===== config.mk =====
export PLATFORM = sky130hd
export DESIGN_NAME = timer_sched
export DESIGN_NICKNAME = d
export VERILOG_FILES = /design/src/rtl/timer_sched.sv
export SDC_FILE = /design/constraint.sdc
export NUM_CORES = 1
export LEC_CHECK = 0
export BUFFER_PORTS_ARGS = -buffer_cell sky130_fd_sc_hd__clkbuf_2
export CORE_UTILIZATION = 51
export CTS_CLUSTER_DIAMETER = 30
export DETAILED_ROUTE_END_ITERATION = 10
export PLACE_DENSITY_LB_ADDON = 0.05
export SYNTH_ARGS = -nofsm -noshare
export SYNTH_HDL_FRONTEND = slang
export SYNTH_SLANG_ARGS = --single-unit

===== constraint.sdc =====
create_clock -name clk -period 2.7 [get_ports clk]
set_clock_uncertainty 0.05 [all_clocks]
set_input_delay 0.81 -clock clk [delete_from_list [all_inputs] [get_ports clk]]
set_output_delay 0.81 -clock clk [all_outputs]
set_load 0.01 [all_outputs]

===== src/rtl/timer_sched.sv =====
// timer_sched: round-robin sharing of one non-recycling down-counter
// between NREQ requesters. Each requester is granted the counter in turn.
// The counter is loaded with the requester's interval and run to terminal
// count, and the requester then receives a one-cycle completion pulse.
//
// Optional feature: define TIMER_SCHED_ABORT_EN to let a requester cancel
// its service by dropping req while in LOAD or RUN. When the macro is left
// undefined, withdrawal after grant is ignored and service always completes.

module timer_sched #(
    parameter int WIDTH = 4,
    parameter int NREQ  = 4
) (
    input  logic                  clk,
    input  logic                  clrn,
    input  logic [NREQ-1:0]       req,
    input  logic [NREQ*WIDTH-1:0] len,
    output logic [NREQ-1:0]       gnt,
    output logic [NREQ-1:0]       done,
    output logic                  busy,
    output logic                  cnt_loadn,
    output logic [WIDTH-1:0]      cnt_in,
    output logic                  cnt_en,
    input  logic                  cnt_out
);

    localparam int IDXW = (NREQ > 1) ? $clog2(NREQ) : 1;

    typedef enum logic [1:0] {
        IDLE = 2'd0,
        LOAD = 2'd1,
        RUN  = 2'd2,
        DONE = 2'd3
    } state_e;

    state_e            state_q, state_d;
    logic [IDXW-1:0]   ptr_q,   ptr_d;
    logic [IDXW-1:0]   gidx_q,  gidx_d;
    logic [WIDTH-1:0]  len_q,   len_d;
    logic [NREQ-1:0]   gnt_q,   gnt_d;

    logic [IDXW-1:0]   pickIdx;
    logic [WIDTH-1:0]  pickLen;
    logic              abortReq;

    // Walk upward from ptr+1 (wrapping at NREQ) and return the first
    // asserted requester; only meaningful when r is nonzero.
    function automatic logic [IDXW-1:0] rrPick(input logic [IDXW-1:0] ptr,
                                               input logic [NREQ-1:0] r);
        logic [IDXW-1:0] c;
        logic            found;
        c      = ptr;
        found  = 1'b0;
        rrPick = ptr;
        for (int k = 0; k < NREQ; k++) begin
            c = (c == IDXW'(NREQ - 1)) ? '0 : c + IDXW'(1);
            if (!found && r[c]) begin
                rrPick = c;
                found  = 1'b1;
            end
        end
    endfunction

    // Pick the next requester and the interval it asks for.
    always_comb begin
        pickIdx = rrPick(ptr_q, req);
        pickLen = '0;
        for (int i = 0; i < NREQ; i++) begin
            if (int'(pickIdx) == i) begin
                pickLen = len[i*WIDTH +: WIDTH];
            end
        end
    end

    // Detect withdrawal of the request currently being served.
    always_comb begin
`ifdef TIMER_SCHED_ABORT_EN
        abortReq = !req[gidx_q];
`else
        abortReq = 1'b0;
`endif
    end

    // State, grant, pointer and latched-interval registers.
    always_ff @(posedge clk or negedge clrn) begin
        if (!clrn) begin
            state_q <= IDLE;
            ptr_q   <= IDXW'(NREQ - 1);
            gidx_q  <= '0;
            len_q   <= '0;
            gnt_q   <= '0;
        end else begin
            state_q <= state_d;
            ptr_q   <= ptr_d;
            gidx_q  <= gidx_d;
            len_q   <= len_d;
            gnt_q   <= gnt_d;
        end
    end

    // Next-state logic: grant in IDLE, one LOAD cycle, RUN until terminal, DONE pulse.
    always_comb begin
        state_d = state_q;
        ptr_d   = ptr_q;
        gidx_d  = gidx_q;
        len_d   = len_q;
        gnt_d   = gnt_q;
        case (state_q)
            IDLE: begin
                if (|req) begin
                    gidx_d  = pickIdx;
                    len_d   = pickLen;
                    gnt_d   = {{(NREQ-1){1'b0}}, 1'b1} << pickIdx;
                    state_d = LOAD;
                end
            end
            LOAD: begin
                if (abortReq) begin
                    ptr_d   = gidx_q;
                    gnt_d   = '0;
                    state_d = IDLE;
                end else begin
                    state_d = RUN;
                end
            end
            RUN: begin
                if (abortReq) begin
                    ptr_d   = gidx_q;
                    gnt_d   = '0;
                    state_d = IDLE;
                end else if (cnt_out) begin
                    state_d = DONE;
                end
            end
            DONE: begin
                ptr_d   = gidx_q;
                gnt_d   = '0;
                state_d = IDLE;
            end
            default: begin
                state_d = IDLE;
                gnt_d   = '0;
            end
        endcase
    end

    // Moore outputs decoded from registered state and registered grant.
    always_comb begin
        gnt       = gnt_q;
        busy      = (state_q != IDLE);
        cnt_loadn = 1'b1;
        cnt_in    = '0;
        cnt_en    = 1'b0;
        done      = '0;
        case (state_q)
            LOAD: begin
                cnt_loadn = 1'b0;
                cnt_in    = len_q;
            end
            RUN: begin
                cnt_en = 1'b1;
            end
            DONE: begin
                done = gnt_q;
            end
            default: begin
                cnt_loadn = 1'b1;
            end
        endcase
    end

endmodule


==> run_results.csv <==
group,metric,value,unit
outcome,status,"finished, final reports clean",
yosys,synth_area,1250,um^2
final_layout,utilization,66.1,%
die,fp-row-count,17,
yosys,synth_edf_count,0,
sta,max_freq,0.392,GHz
final_layout,final_cell_mix,"37 x clkbuf_2, 17 x nand2_1, 16 x inv_1",
global_routing,antenna_found_initial,0,
sta,slew_headroom,70.5,%
final_layout,syn_to_final_growth,19.0,%
global_routing,grt_pass1_vias,1091,
sta,setup_viol,0,
die,boundaryPins,38,
sta,rsz0062_at_grt,"false",
yosys,synth.ff_latch_count,14,
final_layout,drive_gt1_share,36.5,%
worst_setup_path,critical_path_class,"reg2reg",
sta,layout_setup_ws,0.147,ns
pwr,ir_drop,0.000691,V
routing,drt_wl_total,2850,um
hold_path,holdCritPathClass,"in2async",
routing,maxUsedRoutingLayer,"met4",
worst_setup_path,path_cells,"ha_1 -> or3_4 -> o311ai_2 -> a21oi_2 -> a211o_4 -> a211oi_1 -> o31ai_1",
yosys,netlist_instances,140,
global_routing,grt_pass1_wl,4690,um
die,die_area,2660,um^2
routing,dr.first_iter.drc_count,31,
clocking,cts_hold_buf,0,
clocking,h-tree-depth,1,
worst_setup_path,max_stage_delay,0.57,ns
placed_design,place.port_buffers,37,
final_layout,final_common_cell,"clkbuf_2",
yosys,ys_async_sr_fraction,100,%
sta,slew_viol_final,0,
yosys,synth-main-ff-cell,"dfrtp_1",
pwr,power,1.77,mW
clocking,cts_setup_buffers,0,
clocking,tritoncts,"done",
run,maxCapViolCount,0,
final_layout,fillers,189,
yosys,synth_nets,168,
final_layout,nNetsFinal,207,
worst_setup_path,crit_path_end_kind,"flop",
routing,final_antenna_net_count,0,
sta,worst_hold_slack,0.355,ns
worst_setup_path,r2r_slack,0.15,ns
sta,period_minus_slack,2.55,ns
worst_setup_path,worstSetupStartpointType,"flop",
die,start_util,55.6,%
worst_setup_path,critPathTopFamily,"compound AO/OA/AOI/OAI gates",
placed_design,routabilityCongestion,0.821,
worst_setup_path,cpMaxStageDelayCell,"dfstp_2",
die,core_area,2250,um^2
final_layout,multi_input_area,772,um^2
worst_setup_path,crit_fanout,8,
sta,fin_crit_sh,94.6,%
yosys,yosysWarningCount,0,
final_layout,seqCellArea,353,um^2
clocking,cts_num_sinks,14,
worst_setup_path,r2r_cells,7,
clocking,cts-buffers-inserted,3,
clocking,clock_path_buffers,2,
routing,dr.pass1.iters,4,
clocking,cts_resized,0,
clocking,root_buffer,"clkbuf_4",
worst_setup_path,critPathArrivalTime,2.67,ns
pwr,p_per_area,1190,nW/um^2
clocking,clock_latency,0.29,ns
global_routing,grt_max_degree,15,
worst_setup_path,critPathBufInv,0,
routing,vias,1184,
routing,routedWlPerCell,13.8,um
routing,met3_wirelength,139,um
worst_setup_path,regToRegStartpoint,"ptr_q[1]$_DFFE_PN1N_",
yosys,synth.distinct_cells,44,
sta,tightest_slew,0.442,ns
die,die_w,51.6,um
pwr,leakagePower,0.700,nW
sta,final.setup.tns,0,ns
clocking,path_clk_slew,0.08,ns
routing,drc,0,
final_layout,antenna_cells,0,
worst_setup_path,crit_required,2.82,ns
placed_design,dp_hpwl,2190,um
sta,hold_violations,0,
global_routing,grt_remaining_overflow,0,
yosys,seq_area_frac_synth,28.1,%
yosys,synth_area_per_cell,8.96,um^2
global_routing,grt_use_total,23.3,%
routing,wl_met2,1340,um
worst_setup_path,timing.rr.end,"len_q[2]$_DFFE_PN0P_",
die,die_h,51.6,um
placed_design,place_ws,0.122,ns
routing,wl_met1,1350,um
routing,via_per_inst,5.75,
==> report_power, final <==
part / internal [mW] / leakage [nW] / switching (mW)
Sequential: 0.320 / 0.171 / 0.0600
Clock: 0.0575 / 0.0150 / 0.0703
Combinational: 0.533 / 0.514 / 0.726
Total: 0.911 / 0.700 / 0.857
==> per-layer routing <==
metal,vias to the layer above,track usage (%)
met5,-,0
met4,0,4.05
met3,3,4.39
met2,38,40.5
met1,545,30.3
li1,598,-
==> synth_stat cells (all sizes together) (2+ instances only) <==
master | count | area share (%)
ha | 5 | 5.0
o41ai | 4 | 4.0
nor4 | 2 | 1.0
inv | 16 | 4.8
a21o | 2 | 1.2
a311oi | 8 | 5.6
a211oi | 10 | 7.0
nand2 | 17 | 5.1
clkbuf | 2 | 0.60
nor2 | 2 | 0.80
xnor2 | 2 | 1.4
o21ai | 5 | 2.0
o31ai | 4 | 2.4
o22a | 2 | 1.4
and2 | 8 | 4.0
mux2 | 2 | 1.8
nand3b | 3 | 1.8
a21oi | 4 | 2.5
dfstp | 2 | 4.2
buf | 9 | 4.9
dfrtp | 12 | 24
nand2b | 4 | 2.0
==> how the worst max path moves through the flow <==
stage,depth (start not counted),endpoint,startpoint
after floorplan,7,len_q[2]$_DFFE_PN0P_,req[1]
after global placement,7,len_q[0]$_DFFE_PN0P_,req[1]
after detailed placement,7,len_q[2]$_DFFE_PN0P_,req[1]
after CTS,7,len_q[2]$_DFFE_PN0P_,ptr_q[1]$_DFFE_PN1N_
after global routing,7,len_q[0]$_DFFE_PN0P_,ptr_q[1]$_DFFE_PN1N_
final,7,len_q[2]$_DFFE_PN0P_,ptr_q[1]$_DFFE_PN1N_
==> registers in the layout, indices dropped and copies added, names as in the netlist <==
| name | flops |
|---|---|
| state_q | 2 |
| gnt | 4 |
| gidx_q | 2 |
| len_q | 4 |
| ptr_q | 2 |
==> logic make-up after synthesis <==
family                     synth area share, %
adders and majority gates                 4.99
DFF                                       28.1
and+or+nand+nor                           17.8
xor gates and xnor gates                  1.40
AOI/OAI and AO/OA                         35.6
buffers and inverters                     10.3
muxes                                     1.80
==> stage by stage <==
step,std cells,area [um^2]
global placement,202,1470
detailed placement,202,1470
finish,206,1490
CTS,206,1490
floorplan,140,1250
global route,206,1490
==> layout make-up <==
cell class,count,share of cell area [%]
clock buffer,4,1.76
inverter,16,4.03
multi-input combinational,99,51.8
sequential,14,23.7
tap,28,2.35
timing repair buffer,45,16.4
(Power assumes the default switching activity.)
